$ cat config.mk
export PLATFORM = sky130hd
export DESIGN_NAME = object_collision_ctrl
export DESIGN_NICKNAME = d
export VERILOG_FILES = /design/src/rtl/collision_pkg.sv /design/src/rtl/frame_holdoff_counter.sv /design/src/rtl/object_collision_ctrl.sv
export SDC_FILE = /design/constraint.sdc
export NUM_CORES = 1
export LEC_CHECK = 0
export CAP_MARGIN = 20
export CORE_AREA = 5 5 57 59
export DETAILED_ROUTE_END_ITERATION = 6
export DIE_AREA = 0 0 62 64
export PLACE_DENSITY = 0.88
export RECOVER_POWER = 100
export SKIP_LAST_GASP = 1
export SYNTH_ARGS = -nofsm -noshare
export SYNTH_HDL_FRONTEND = slang
export SYNTH_HIERARCHICAL = 1
export SYNTH_SLANG_ARGS = --single-unit
$ cat constraint.sdc
create_clock -name clk -period 3.25 [get_ports clk]
set_input_delay 0.4875 -clock clk [delete_from_list [all_inputs] [get_ports clk]]
set_output_delay 0.4875 -clock clk [all_outputs]
set_load 0.005 [all_outputs]
$ cat src/rtl/collision_pkg.sv
`default_nettype none
// ============================================================================
// Module   : collision_pkg
// Purpose  : Shared types and constants for the object bounce controller.
// Revision : 1.0 - initial release
// ============================================================================
package collision_pkg;

  // Per-frame controller phases
  typedef enum logic [1:0] {
    ST_COLLECT = 2'd0,
    ST_EVAL    = 2'd1,
    ST_ISSUE   = 2'd2
  } coll_state_t;

  // Bit positions of the four frame borders in the side-flag vectors
  localparam int NUM_SIDES = 4;
  localparam int SIDE_L    = 0;
  localparam int SIDE_R    = 1;
  localparam int SIDE_T    = 2;
  localparam int SIDE_B    = 3;

  // X_direction encoding
  localparam logic DIR_POS = 1'b1;
  localparam logic DIR_NEG = 1'b0;

endpackage
`default_nettype wire

$ cat src/rtl/frame_holdoff_counter.sv
`default_nettype none
// ============================================================================
// Module   : frame_holdoff_counter
// Purpose  : Per-axis frame counter that blocks further bounces for a number
//            of frames after a bounce was accepted.
// Revision : 1.0 - initial release
// ============================================================================
module frame_holdoff_counter #(
  parameter int HOLDOFF_FRAMES = 4
) (
  input  logic clk,
  input  logic resetN,
  input  logic load,
  input  logic tick,
  output logic busy
);

  localparam int                 c_cnt_w = $clog2(HOLDOFF_FRAMES + 1);
  localparam logic [c_cnt_w-1:0] c_load  = c_cnt_w'(HOLDOFF_FRAMES);
  localparam logic [c_cnt_w-1:0] c_one   = c_cnt_w'(1);

  logic [c_cnt_w-1:0] r_count;

  // Reload on an accepted bounce, otherwise count down once per tick and stop at zero
  always_ff @(posedge clk or negedge resetN) begin
    if (!resetN) begin
      r_count <= '0;
    end else if (load) begin
      r_count <= c_load;
    end else if (tick && (r_count != '0)) begin
      r_count <= r_count - c_one;
    end
  end

  assign busy = (r_count != '0);

endmodule
`default_nettype wire

$ cat src/rtl/object_collision_ctrl.sv
`default_nettype none
// ============================================================================
// Module   : object_collision_ctrl
// Purpose  : Collects object/border overlaps during the raster scan and, at
//            each start of frame, turns them into X_direction / toggleY
//            commands, a collision pulse and a saturating hit count.
// Revision : 1.0 - initial release
// ============================================================================
module object_collision_ctrl
  import collision_pkg::*;
#(
  parameter int   HOLDOFF_FRAMES = 4,
  parameter logic INITIAL_X_DIR  = 1'b1,
  parameter int   CNT_WIDTH      = 8
) (
  input  logic                 clk,
  input  logic                 resetN,
  input  logic                 startOfFrame,
  input  logic                 objectDR,
  input  logic                 leftDR,
  input  logic                 rightDR,
  input  logic                 topDR,
  input  logic                 bottomDR,
  input  logic                 toggleKey,
  output logic                 X_direction,
  output logic                 toggleY,
  output logic                 collision,
  output logic [CNT_WIDTH-1:0] hitCount
);

  localparam logic [CNT_WIDTH-1:0] c_cnt_max = '1;
  localparam logic [CNT_WIDTH-1:0] c_cnt_one = CNT_WIDTH'(1);

  coll_state_t          r_state;
  logic [NUM_SIDES-1:0] r_hit;
  logic [NUM_SIDES-1:0] r_snap;
  logic                 r_key_d;
  logic                 r_key_pending;
  logic                 r_snap_key;

  logic [NUM_SIDES-1:0] w_hit_now;
  logic                 w_key_rise;
  logic                 w_frame_start;
  logic                 w_eval;
  logic                 w_x_busy;
  logic                 w_y_busy;
  logic                 w_x_acc;
  logic                 w_y_acc;
  logic                 w_any_acc;

  assign w_hit_now[SIDE_L] = objectDR & leftDR;
  assign w_hit_now[SIDE_R] = objectDR & rightDR;
  assign w_hit_now[SIDE_T] = objectDR & topDR;
  assign w_hit_now[SIDE_B] = objectDR & bottomDR;
  assign w_key_rise        = toggleKey & ~r_key_d;

  // startOfFrame only counts while collecting; frames are far longer than the eval/issue tail
  assign w_frame_start = (r_state == ST_COLLECT) && startOfFrame;
  assign w_eval        = (r_state == ST_EVAL);

  // An axis is accepted only when its snapshot shows a hit and its holdoff has expired
  assign w_x_acc   = w_eval & (r_snap[SIDE_L] | r_snap[SIDE_R]) & ~w_x_busy;
  assign w_y_acc   = w_eval & (r_snap[SIDE_T] | r_snap[SIDE_B]) & ~w_y_busy;
  assign w_any_acc = w_x_acc | w_y_acc;

  // Sticky hit/key collection; at frame start the flags move into the snapshot and
  // restart from whatever happens in that same cycle, so nothing is lost between frames
  always_ff @(posedge clk or negedge resetN) begin
    if (!resetN) begin
      r_hit         <= '0;
      r_snap        <= '0;
      r_key_d       <= 1'b0;
      r_key_pending <= 1'b0;
      r_snap_key    <= 1'b0;
    end else begin
      r_key_d <= toggleKey;
      if (w_frame_start) begin
        r_snap        <= r_hit;
        r_snap_key    <= r_key_pending;
        r_hit         <= w_hit_now;
        r_key_pending <= w_key_rise;
      end else begin
        r_hit         <= r_hit | w_hit_now;
        r_key_pending <= r_key_pending | w_key_rise;
      end
    end
  end

  // Frame FSM; all command outputs are registered at the EVAL->ISSUE edge so they
  // are visible during the single ISSUE cycle
  always_ff @(posedge clk or negedge resetN) begin
    if (!resetN) begin
      r_state     <= ST_COLLECT;
      X_direction <= INITIAL_X_DIR;
      toggleY     <= 1'b0;
      collision   <= 1'b0;
      hitCount    <= '0;
    end else begin
      toggleY   <= 1'b0;
      collision <= 1'b0;
      case (r_state)
        ST_COLLECT: begin
          if (startOfFrame) r_state <= ST_EVAL;
        end
        ST_EVAL: begin
          // Hitting both side walls at once is a counted hit but leaves the direction alone
          if (w_x_acc) begin
            if (r_snap[SIDE_L] && !r_snap[SIDE_R]) begin
              X_direction <= DIR_POS;
            end else if (r_snap[SIDE_R] && !r_snap[SIDE_L]) begin
              X_direction <= DIR_NEG;
            end
          end
          // Border bounce and key press merge into one invert so Y never flips twice
          toggleY   <= w_y_acc | r_snap_key;
          collision <= w_any_acc;
          if (w_any_acc && (hitCount != c_cnt_max)) begin
            hitCount <= hitCount + c_cnt_one;
          end
          r_state <= ST_ISSUE;
        end
        ST_ISSUE: begin
          r_state <= ST_COLLECT;
        end
        default: begin
          r_state <= ST_COLLECT;
        end
      endcase
    end
  end

  frame_holdoff_counter #(
    .HOLDOFF_FRAMES (HOLDOFF_FRAMES)
  ) u_x_holdoff (
    .clk    (clk),
    .resetN (resetN),
    .load   (w_x_acc),
    .tick   (w_eval & ~w_x_acc),
    .busy   (w_x_busy)
  );

  frame_holdoff_counter #(
    .HOLDOFF_FRAMES (HOLDOFF_FRAMES)
  ) u_y_holdoff (
    .clk    (clk),
    .resetN (resetN),
    .load   (w_y_acc),
    .tick   (w_eval & ~w_y_acc),
    .busy   (w_y_busy)
  );

endmodule
`default_nettype wire
# Word-level counts from Yosys, hierarchy flattened
# Index checks and enable logic that the tools add are counted.
# totals
ff_bits	30
input_bits	9
word_cells	68
# op_classes
add_sub_neg	3
eq_ne	3
n_mux	12
bitwise	22
reduce_logical	16
# op_table
cell	count
$mux 3	4
$and 1x1->1	11
$add 8x1->8 const B	1
$ne 8x8->1 const B	1
$logic_and 1x1->1	6
$reduce_bool 2->1	3
$reduce_bool 3->1	2
$sub 3x1->3 const B	2
$mux 1	5
$not 1->1	5
$or 1x1->1	5
$mux 4	1
$or 4x4->4	1
$pmux 2 s2	1
$reduce_and 3->1	1
$eq 2x1->1 const B	1
$logic_not 1->1	2
$logic_not 2->1	1
$mux 2	1
$ne 2x2->1 const B	1
$reduce_and 2->1	1

# Longest topological paths before layout
# Gate-level depths: netlist of run 1.
# logic_depth
word_depth	8
depth_mapped	8
ltp_nobuf	8

# Modules after synthesis
# Netlist of run 1, hierarchy kept.
# by_module_without_submodules
mod	n_inst	cells_per_inst	area_per_inst_um2	seq_area_each_um2
object_collision_ctrl	1	88	1011.0	601.8
frame_holdoff_counter	2	16	187.7	75.1

# Worst setup path before layout of run 1
# No wires, ideal clock.
# synth_path
kind	register to register
start	reg u_x_holdoff.r_count[0]
end	reg hitCount[6]
setup_ns	0.125
t_arrival_ns	1.802
required_ns	3.125
setup_slack_ns	1.323
stages_incl_launch_ff	8
n_path_buf	0
synth_period_minus_slack_ns	1.927
cell_sequence	dfrtp_1 inv_1 ha_1 nand2b_4 nor4b_4 a21oi_2 nor3_1 mux2_2
# synth_via
elab_chain_cells	6
# synth_rtl
item	line	rtl
start: declaration	frame_holdoff_counter.sv:22	logic [c_cnt_w-1:0] r_count;
start signal: assignment	frame_holdoff_counter.sv:29	r_count <= c_load;
start signal: assignment	frame_holdoff_counter.sv:31	r_count <= r_count - c_one;
$reduce_bool 3->1	frame_holdoff_counter.sv:35	assign busy = (r_count != '0);
net w_x_busy	object_collision_ctrl.sv:45	logic w_x_busy;
$not 1->1	object_collision_ctrl.sv:62	assign w_x_acc = w_eval & (r_snap[SIDE_L] | r_snap[SIDE_R]) & ~w_x_busy;
$and 1x1->1	object_collision_ctrl.sv:62	
net w_x_acc	object_collision_ctrl.sv:47	logic w_x_acc;
$or 1x1->1	object_collision_ctrl.sv:64	assign w_any_acc = w_x_acc | w_y_acc;
$logic_and 1x1->1	object_collision_ctrl.sv:117	if (w_any_acc && (hitCount != c_cnt_max)) begin
$reduce_and 2->1 (no source line)	--	
end signal: assignment	object_collision_ctrl.sv:118	hitCount <= hitCount + c_cnt_one;
end: declaration	object_collision_ctrl.sv:28	output logic [CNT_WIDTH-1:0] hitCount
# The timed path passes the listed nets, and every way through them passes these cells.
# A chain may end at the register's enable or synchronous reset.

# Final worst setup path of run 1
# Same ends and word-level chain as after synthesis.

==> impl_metrics.env, run 1 <==
export IMPL_hold_viol=0
export IMPL_met1Wirelength_mm=1.037
export IMPL_grt_pass1_vias=1049
export IMPL_drt_initial_drc_count=16
export IMPL_synth_compound_area_share_pct=13.27
export IMPL_cp_num_buf_inv=1
export IMPL_ctsResizeCount=0
export IMPL_routabilityCongestion=0.7858
export IMPL_synth_edff_count=0
export IMPL_ys_types=30
export IMPL_setup_tns_ns=0
export IMPL_drc_errors=0
export IMPL_dr_pass1_iters=4
export IMPL_cts_buffers=5
export IMPL_clk_root_buffer_cell="clkbuf_4"
export IMPL_hold_path_class="flop to flop"
export IMPL_ir_drop_mv=0.4653
export IMPL_power_switching_uw=405.5
export IMPL_cp_max_fo=8
export IMPL_layout_commonest_cell="dfrtp_1"
export IMPL_antenna_cells=0
export IMPL_wl_met3_um=151
export IMPL_violations="max-capacitance violations, max-slew violations"
export IMPL_die_w_um=62
export IMPL_powerDensity_mw_per_mm2=705.7
export IMPL_track_usage_pct=16.22
export IMPL_grt_pass1_wl_mm=4.705
export IMPL_cts_clk_slew_worst_paths_ns=0.10
export IMPL_rsz0062_at_grt="false"
export IMPL_intPower_uw=766.2
export IMPL_p_clk_share_pct=20.2
export IMPL_n_fill_cell=197
export IMPL_fin_skew_ns=0.007539
export IMPL_postCtsSetupBuffers=0
export IMPL_drive_gt1_share_pct=11.49
export IMPL_syn_num_nets=136
export IMPL_yosysWarnings=6
export IMPL_worstPathRequired_ns=3.47
export IMPL_power_leakage_nw=0.8179
export IMPL_via_per_inst=5.441
export IMPL_nets=163
export IMPL_antenna_found_initial=0
export IMPL_cp_cell_sequence="inv_1 > ha_1 > nand2b_1 > nor4b_4 > a21oi_1 > nor3_1 > mux2_1"
export IMPL_synth_area_top_cells="dfrtp_1, ha_1, nand2_1"
export IMPL_design_area_mm2=0.001660
export IMPL_cp_slowest_stage_delay_ns=0.47
export IMPL_synth_avg_cell_area_um2=11.55
export IMPL_dieHeight_um=64
export IMPL_routedWlPerCell_um=14.32
export IMPL_synth_top_family_by_area="simple AND/OR/NAND/NOR gates"
export IMPL_grt_max_degree=31
export IMPL_synthXorXnorAreaFrac_pct=3.791
export IMPL_status="finished, violations left"
export IMPL_synth_seq_cells=30
export IMPL_final_cell_mix="dfrtp_1, nand2_1, dlygate4sd3_1, inv_1"
export IMPL_synth_simple_area_share_pct=17.24
export IMPL_timing_final_crit_share_pct=71.75
export IMPL_drv_cap=1
export IMPL_clk_latency_ns=0.33
export IMPL_top_layer="met4"
export IMPL_dp_hpwl_mm=1.886
export IMPL_synth_area_mm2=0.001386
export IMPL_async_flop_share_pct=100.0
export IMPL_power_frac_comb_pct=32.7
export IMPL_worst_pin_slew_ns=1.525
export IMPL_yosysSeqAreaShare_pct=54.24
export IMPL_start_util_pct=52.07
export IMPL_synthFlopType="dfrtp_1"
export IMPL_cts_tree="done"
export IMPL_cts_hold_buf=0
export IMPL_regArea_um2=752.0
export IMPL_place_area_mm2=0.001623
export IMPL_ioPinCount=20
export IMPL_worstPathArrival_ns=2.55
export IMPL_finalSetupViolations=0
export IMPL_multiInputGateArea_um2=574.3
export IMPL_cp_start_kind="flop"
export IMPL_synth_fa_ha_area_share_pct=6.318
export IMPL_port_buffers=19
export IMPL_fmax_mhz=428.8
export IMPL_routed_wl_mm=2.564
export IMPL_htree_num_levels=2
export IMPL_cts_sinks=30
export IMPL_area_delta_synth_final_pct=19.77
export IMPL_swShare_pct=34.61
export IMPL_syn_inst=120
export IMPL_maxSlewHeadroom_pct=-1.674
export IMPL_slew_violations=31
export IMPL_synth_top_area_share_pct=52.35
export IMPL_via_count=974
export IMPL_met2_length_mm=1.318
export IMPL_ant_nets=0
export IMPL_critical_path_slowest_cell="nor4b_4"
export IMPL_grt_overflow=0
export IMPL_yosysTopAreaCell="dfrtp_1"
export IMPL_num_rows=19
export IMPL_die_area_mm2=0.003968
export IMPL_core_area_mm2=0.002663
export IMPL_synth_area_mux_share_pct=2.437
export IMPL_cts_buffer_depth=2
export IMPL_r2r_slack_ns=0.92
export IMPL_cp_end_kind="flop"
export IMPL_pwr_share_seq_pct=47.0
export IMPL_crit_type="flop to flop"
export IMPL_post_route_min_period_ns=2.332
export IMPL_path_delay_family="simple AND/OR/NAND/NOR gates"
-- metal layers --
metal	track usage [%]	vias to the layer above
met5	0	-
met4	8.223	0
met3	7.042	6
met2	24.74	23
met1	19.01	476
li1	-	469
-- worst paths after layout --
path,startpoint,endpoint,depth (start not counted)
worst min-delay path,r_key_d,r_key_pending,1
worst min register to register,r_key_d,r_key_pending,1
worst max-delay path,u_x_holdoff/r_count[0],hitCount[6],7
max in group asynchronous,resetN,collision,2
worst max register to register,u_x_holdoff/r_count[0],hitCount[6],7
min in group asynchronous,resetN,r_key_d,2
-- area by class of cell --
cell class / count / share of cell area (%)
inverter: 10 / 2.261
multi-input combinational: 80 / 34.59
timing repair buffer: 20 / 11.68
tap: 31 / 2.336
sequential: 30 / 45.29
clock inverter: 2 / 0.7536
clock buffer: 6 / 3.090
-- Yosys cell counts (2+ instances only) --
cell	n
dfrtp_1	29
nand3_1	2
nor3_1	5
nor2_1	7
nand2_1	19
a31o_1	2
nor4_1	2
a211oi_2	2
a311oi_2	2
a21oi_2	3
a22o_1	4
nand2b_1	2
o21ai_0	3
ha_1	7
nand2b_4	2
xor2_1	6
inv_1	8
a211o_1	2
mux2_2	2
-- registers in the layout (all words and copies together), names as in the netlist --
| name | flops |
|---|---|
| r_hit | 4 |
| hitCount | 8 |
| r_snap_key | 1 |
| r_key_d | 1 |
| toggleY | 1 |
| r_key_pending | 1 |
| r_state | 2 |
| r_snap | 4 |
| X_direction | 1 |
| u_y_holdoff/r_count | 3 |
| collision | 1 |
| u_x_holdoff/r_count | 3 |
-- kinds of logic after synthesis --
logic type,after synthesis
XOR/XNOR,6
adder cells (fa/ha/maj),7
multiplexers,3
buffers and inverters,10
AO/OA/AOI/OAI,20
flip-flops,30
AND/OR/NAND/NOR,44
-- through the flow --
stage	hold slack (ns)	utilization (%)	setup slack, ns	instances	total power, mW
6_report	0.4424	62.36	0.9180	179	1.172
5_1_grt	0.4974	62.36	0.6641	179	1.270
4_1_cts	0.4498	63.35	1.107	179	1.228
3_5_place_dp	0.4359	60.95	1.108	171	0.9890
3_3_place_gp	0.4108	60.95	1.258	171	0.9517
2_1_floorplan	0.1919	-	1.323	120	0.8353
-- worst register-to-register path: cells and delay by family (launching register included) --
kind	cells	cell delay (ns)
simple gates	3	0.93
flops	1	0.40
mux	1	0.36
compound gates	1	0.23
fa+ha+maj	1	0.18
buf+inv	1	0.12
-- power groups by stage --
| stage | Clock (mW) | Sequential, mW | Combinational (mW) |
|---|---|---|---|
| 2_1_floorplan | 0 | 0.544 | 0.291 |
| 3_3_place_gp | 0 | 0.550 | 0.402 |
| 3_5_place_dp | 0 | 0.561 | 0.428 |
| 4_1_cts | 0.242 | 0.553 | 0.433 |
| 5_1_grt | 0.264 | 0.564 | 0.442 |
| 6_report | 0.237 | 0.551 | 0.384 |
Note: power is estimated with default switching activity, not from simulation.
==> inputs of run 2 (changes only) <==
--- a/config.mk
+++ b/config.mk
@@ -6,10 +6,10 @@
 export NUM_CORES = 1
 export LEC_CHECK = 0
 export CAP_MARGIN = 20
-export CORE_AREA = 5 5 57 59
+export CORE_AREA = 5 5 58 60
 export DETAILED_ROUTE_END_ITERATION = 6
-export DIE_AREA = 0 0 62 64
-export PLACE_DENSITY = 0.88
+export DIE_AREA = 0 0 63 65
+export PLACE_DENSITY = 0.86
 export RECOVER_POWER = 100
 export SKIP_LAST_GASP = 1
 export SYNTH_ARGS = -nofsm -noshare
==> constraint.sdc (replaced) <==
create_clock -name clk -period 2.4 [get_ports clk]
set_input_delay 0.36 -clock clk [delete_from_list [all_inputs] [get_ports clk]]
set_output_delay 0.36 -clock clk [all_outputs]
set_load 0.005 [all_outputs]
==> run 2 against run 1 <==
Net effect: the flow still finishes with violations (max-capacitance violations, max-slew violations); clock skew increased by 0.0033 ns; design area increased by 2.1%; critical path depth unchanged; sequential cell count unchanged; routed wire length increased by 2.8%; non-clock buffer count increased by 1; worst hold slack got worse by 0.0096 ns; largest power group unchanged.
==> impl_metrics.env, run 2 (same netlist as run 1, synthesis figures left out) <==
export IMPL_status="finished, violations left"
export IMPL_violations="max-capacitance violations, max-slew violations"
export IMPL_grt_pass1_vias=1059
export IMPL_design_area_mm2=0.001695
export IMPL_port_buffers=19
export IMPL_die_area_mm2=0.004095
export IMPL_power_leakage_nw=0.8326
export IMPL_top_regs="hitCount: 8 flops, r_hit: 4 flops, r_snap: 4 flops"
export IMPL_slew_violations=31
export IMPL_area_delta_synth_final_pct=22.29
export IMPL_track_usage_pct=14.84
export IMPL_largest_reg_flops=8
export IMPL_top_register="hitCount"
export IMPL_routabilityCongestion=0.8267
export IMPL_cp_end_kind="flop"
export IMPL_dr_pass1_iters=4
export IMPL_worst_pin_slew_ns=1.567
export IMPL_setup_tns_ns=0
export IMPL_reg2reg_depth=7
export IMPL_fin_skew_ns=0.01086
export IMPL_cp_start_kind="flop"
export IMPL_drt_initial_drc_count=22
export IMPL_cts_clk_slew_worst_paths_ns=0.10
export IMPL_postCtsSetupBuffers=0
export IMPL_drc_errors=0
export IMPL_htree_num_levels=2
export IMPL_place_ws_ns=0.4622
export IMPL_rsz0062_at_grt="false"
export IMPL_worstPathArrival_ns=2.27
export IMPL_fin_hold_ws_ns=0.4328
export IMPL_start_util_pct=48.17
export IMPL_powerDensity_mw_per_mm2=995.0
export IMPL_grt_pass1_wl_mm=4.726
export IMPL_ctsResizeCount=0
export IMPL_via_count=974
export IMPL_maxSlewHeadroom_pct=-4.435
export IMPL_die_w_um=63
export IMPL_crit_type="flop to flop"
export IMPL_routed_wl_mm=2.637
export IMPL_cp_max_fo=8
export IMPL_cts_buffer_depth=2
export IMPL_n_fill_cell=238
export IMPL_cts_tree="done"
export IMPL_clk_root_buffer_cell="clkbuf_4"
export IMPL_num_rows=20
export IMPL_antenna_cells=0
export IMPL_antenna_found_initial=0
export IMPL_drv_cap=1
export IMPL_layout_commonest_cell="dfrtp_1"
export IMPL_nets=164
export IMPL_ir_drop_mv=0.5731
export IMPL_setup_slack_ns=0.3496
export IMPL_fmax_mhz=487.7
export IMPL_finalSetupViolations=0
export IMPL_timing_final_crit_share_pct=85.43
export IMPL_cts_buffers=5
export IMPL_grt_max_degree=31
export IMPL_cts_sinks=30
export IMPL_clk_latency_ns=0.33
export IMPL_final_cell_mix="dfrtp_1, nand2_1, dlygate4sd3_1, inv_1"
export IMPL_ant_nets=0
export IMPL_worstPathRequired_ns=2.62
export IMPL_grt_overflow=0
export IMPL_post_route_min_period_ns=2.050
export IMPL_place_area_mm2=0.001633
export IMPL_utilization_pct=58.91
export IMPL_ioPinCount=20
export IMPL_dieHeight_um=65
export IMPL_core_area_mm2=0.002878
export IMPL_hold_viol=0
export IMPL_cts_hold_buf=0
export IMPL_dp_hpwl_mm=1.953
export IMPL_hold_path_class="flop to flop"
export IMPL_routedWlPerCell_um=14.57
export IMPL_whs_path_depth=1
export IMPL_via_per_inst=5.381
export IMPL_drive_gt1_share_pct=13.51
==> run 2: cell types whose count changed in the layout (fill, tap and decap cells not counted), sizes merged <==
cell	change
buf	+1
clkdlybuf4s50	+1
bufinv	+1
dlygate4sd3	-1
clkinv	-1
clkinvlp	-1
==> run 2: worst paths after layout <==
check	startpoint	end	slack (ns)
worst max-delay path	u_y_holdoff/r_count[0]	hitCount[6]	0.35
worst min-delay path	r_key_d	r_key_pending	0.43
worst max register to register	u_y_holdoff/r_count[0]	hitCount[6]	0.35
worst min register to register	r_key_d	r_key_pending	0.43
max in group asynchronous	resetN	r_key_pending	0.54
min in group asynchronous	resetN	r_state[1]	0.94
==> run 2: layout make-up <==
cell class / count / area [um2] / share of cell area (%)
clock buffer: 6 / 51.30 / 3.026
clock inverter: 1 / 30.03 / 1.771
inverter: 10 / 37.54 / 2.214
multi-input combinational: 80 / 581.8 / 34.32
sequential: 30 / 752.0 / 44.35
tap: 33 / 41.29 / 2.435
timing repair buffer: 21 / 201.4 / 11.88
==> run 2: power breakdown <==
part | internal, mW | leakage (nW) | total (mW) | switching [mW]
clock network | 0.242 | 0.0443 | 0.416 | 0.173
logic | 0.257 | 0.417 | 0.526 | 0.269
registers | 0.645 | 0.371 | 0.746 | 0.101
total | 1.14 | 0.833 | 1.69 | 0.543
==> run 2: per-layer routing <==
| metal | track usage [%] | vias up | part of all wire [%] |
|---|---|---|---|
| li1 | - | 472 | - |
| met1 | 17.86 | 473 | 44 |
| met2 | 24.36 | 26 | 50 |
| met3 | 5.719 | 3 | 4.4 |
| met4 | 4.775 | 0 | 1.3 |
| met5 | 0 | - | 0 |
==> run 2: metrics by stage <==
step                      std cells  power [mW]
after floorplan                 120       1.131
after global placement          174       1.292
after detailed placement        174       1.336
after CTS                       181       1.754
after global routing            181       1.814
final                           181       1.687
==> run 2: worst max-delay path, cell delays in order (launching register included) <==
cell and delay [ns]:
dfrtp_1 0.39, inv_1 0.12, ha_1 0.19, nand2b_1 0.17, o21ba_1 0.34, a21oi_2 0.14, nor3_1 0.23, mux2_2 0.36
==> inputs of run 3 (changes only) <==
--- a/config.mk
+++ b/config.mk
@@ -5,10 +5,11 @@
 export SDC_FILE = /design/constraint.sdc
 export NUM_CORES = 1
 export LEC_CHECK = 0
+export ABC_AREA = 1
 export CAP_MARGIN = 20
-export CORE_AREA = 5 5 58 60
+export CORE_AREA = 5 5 61 63
 export DETAILED_ROUTE_END_ITERATION = 6
-export DIE_AREA = 0 0 63 65
+export DIE_AREA = 0 0 66 68
 export PLACE_DENSITY = 0.86
 export RECOVER_POWER = 100
 export SKIP_LAST_GASP = 1
==> run 3 against run 2 <==
Net effect: the flow now finishes without violations; first-iteration DRC count rose by 100%; final cell count up 45%; via count increased by 24%; core utilization down 0.27 points; die area increased by 9.6%; worst setup slack better by 0.28 ns.
==> impl_metrics.env, run 3 <==
export IMPL_setup_tns_ns=0
export IMPL_routed_wl_mm=2.710
export IMPL_ir_drop_mv=0.4284
export IMPL_fin_skew_ns=0.006572
export IMPL_cts_buffer_depth=2
export IMPL_rsz0062_at_grt="false"
export IMPL_async_flop_share_pct=100.0
export IMPL_grt_overflow=0
export IMPL_yosysSeqAreaShare_pct=47.36
export IMPL_startpoint="hitCount[4]"
export IMPL_fmax_mhz=566.2
export IMPL_die_w_um=66
export IMPL_worstPathArrival_ns=1.41
export IMPL_r2r_slack_ns=0.65
export IMPL_cts_hold_buf=0
export IMPL_synth_area_top_cells="dfrtp_1, nand2_1, inv_1"
export IMPL_via_count=1206
export IMPL_cp_max_fo=6
export IMPL_power_leakage_nw=1.014
export IMPL_synth_most_common_cell="nand2_1"
export IMPL_syn_inst=190
export IMPL_r2r_end="hitCount[1]"
export IMPL_maxSlewHeadroom_pct=68.05
export IMPL_ant_nets=0
export IMPL_drc_errors=0
export IMPL_cts_buffers=5
export IMPL_post_route_min_period_ns=1.766
export IMPL_synthFlopType="dfrtp_1"
export IMPL_crit_end="hitCount[4]"
export IMPL_core_area_mm2=0.003179
export IMPL_dp_hpwl_mm=2.037
export IMPL_yosysWarnings=6
export IMPL_grt_pass1_wl_mm=4.719
export IMPL_grt_max_degree=31
export IMPL_dieHeight_um=68
export IMPL_nets=232
export IMPL_antenna_found_initial=0
export IMPL_ys_top_cells_by_count="nand2_1, dfrtp_1, inv_1"
export IMPL_cp_depth=1
export IMPL_track_usage_pct=14.02
export IMPL_die_area_mm2=0.004488
export IMPL_reg2reg_depth=7
export IMPL_finalSetupViolations=0
export IMPL_htree_num_levels=2
export IMPL_timing_final_crit_share_pct=73.59
export IMPL_synth_avg_cell_area_um2=8.357
export IMPL_final_cell_mix="nand2_1, dfrtp_1, inv_1, nor2_1, dlygate4sd3_1"
export IMPL_status="finished, final reports clean"
export IMPL_crit_type="flop to output pin"
export IMPL_slew_violations=0
export IMPL_cts_sinks=30
export IMPL_clk_root_buffer_cell="clkbuf_4"
export IMPL_antenna_cells=0
export IMPL_synth_seq_cells=30
export IMPL_layout_commonest_cell="nand2_1"
export IMPL_ioPinCount=20
export IMPL_routabilityCongestion=0.7520
export IMPL_reg2reg_from="r_state[0]"
export IMPL_ys_types=24
export IMPL_critical_path_slowest_cell="dlygate4sd3_1"
export IMPL_worstPathRequired_ns=2.04
export IMPL_cts_clk_slew_worst_paths_ns=0.09
export IMPL_ctsResizeCount=0
export IMPL_cp_num_buf_inv=1
export IMPL_top_regs="hitCount: 8 flops, r_hit: 4 flops, r_snap: 4 flops"
export IMPL_drt_initial_drc_count=45
export IMPL_cp_end_kind="output pin"
export IMPL_top_register="hitCount"
export IMPL_worst_pin_slew_ns=0.4774
export IMPL_start_util_pct=49.94
export IMPL_powerDensity_mw_per_mm2=926.4
export IMPL_num_rows=21
export IMPL_routedWlPerCell_um=10.30
export IMPL_hold_viol=0
export IMPL_synth_edff_count=0
export IMPL_synth_top_area_share_pct=45.71
export IMPL_cts_tree="done"
export IMPL_via_per_inst=4.586
export IMPL_total_power_mw=1.727
export IMPL_clk_latency_ns=0.33
export IMPL_synth_area_mm2=0.001588
export IMPL_n_fill_cell=294
export IMPL_drive_gt1_share_pct=11.52
export IMPL_drv_cap=0
export IMPL_port_buffers=19
export IMPL_syn_num_nets=206
export IMPL_area_delta_synth_final_pct=17.42
export IMPL_grt_pass1_vias=1135
export IMPL_path_delay_family="buffers and inverters"
export IMPL_cp_cell_sequence="dlygate4sd3_1"
export IMPL_largest_reg_flops=8
export IMPL_cp_start_kind="flop"
export IMPL_postCtsSetupBuffers=0
export IMPL_yosysTopAreaCell="dfrtp_1"
export IMPL_cp_slowest_stage_delay_ns=0.61
export IMPL_hold_path_class="flop to flop"
export IMPL_dr_pass1_iters=4
[run 3: cell count changes after synthesis, moves of 7 or more]
cell,before,now
nand2_1,19,60
inv_1,8,25
inv_2,1,10
o21ai_1,0,9
nand2_4,0,8
nand3_1,2,9
[run 3: power by group]
part           total, mW  leakage (nW)  internal (mW)  switching (mW)
clock network      0.311        0.0353          0.142           0.169
registers          0.740         0.375          0.644          0.0958
logic              0.676         0.603          0.282           0.394
[run 3: final cells by class]
class	count	area [um2]	share of cell area, %
flip-flops and latches	30	752.0	40.34
multi-input cells	123	661.9	35.50
repair buffers	20	197.7	10.60
inverters	36	135.1	7.248
well taps	46	57.56	3.087
clock buffers	7	55.05	2.953
clock inverters	1	5.005	0.2685
[run 3: how the worst min path moves through the flow]
| stage | startpoint | cells after the start | endpoint |
|---|---|---|---|
| floorplan | resetN | 0 | collision |
| global placement | r_key_d | 1 | r_key_pending |
| detailed placement | r_key_d | 1 | r_key_pending |
| CTS | resetN | 2 | hitCount[7] |
| global route | r_key_d | 1 | r_key_pending |
| finish | r_key_d | 1 | r_key_pending |
[run 3: logic make-up (layout without fill, tap and decap cells)]
| logic type | Yosys count | after routing | share of synthesized area [%] |
|---|---|---|---|
| and+or+nand+nor | 100 | 100 | 32.23 |
| buffers and inverters | 37 | 64 | 8.826 |
| DFF | 30 | 30 | 47.36 |
| AOI/OAI and AO/OA | 13 | 13 | 4.413 |
| adders and majority gates | 7 | 7 | 5.516 |
| xor gates and xnor gates | 3 | 3 | 1.655 |
[run 3: per-layer routing]
metal,up-vias,share of wire [%],track usage (%)
met4,0,2.9,8.376
met3,7,3.9,3.448
li1,633,-,-
met2,22,46,23.03
met1,544,47,16.70
met5,-,0,0
[run 3: stage by stage]
stage | utilization [%] | hold WS [ns] | cell area, um2 | setup slack (ns) | cells
3_5_place_dp | 57.81 | 0.4297 | 1838 | 0.8261 | 255
2_1_floorplan | - | 0.06441 | 1588 | 0.9190 | 190
5_1_grt | 58.64 | 0.4608 | 1864 | 0.4399 | 263
3_3_place_gp | 57.81 | 0.4174 | 1838 | 0.8711 | 255
4_1_cts | 59.70 | 0.4057 | 1898 | 0.6558 | 263
6_report | 58.64 | 0.4328 | 1864 | 0.6338 | 263
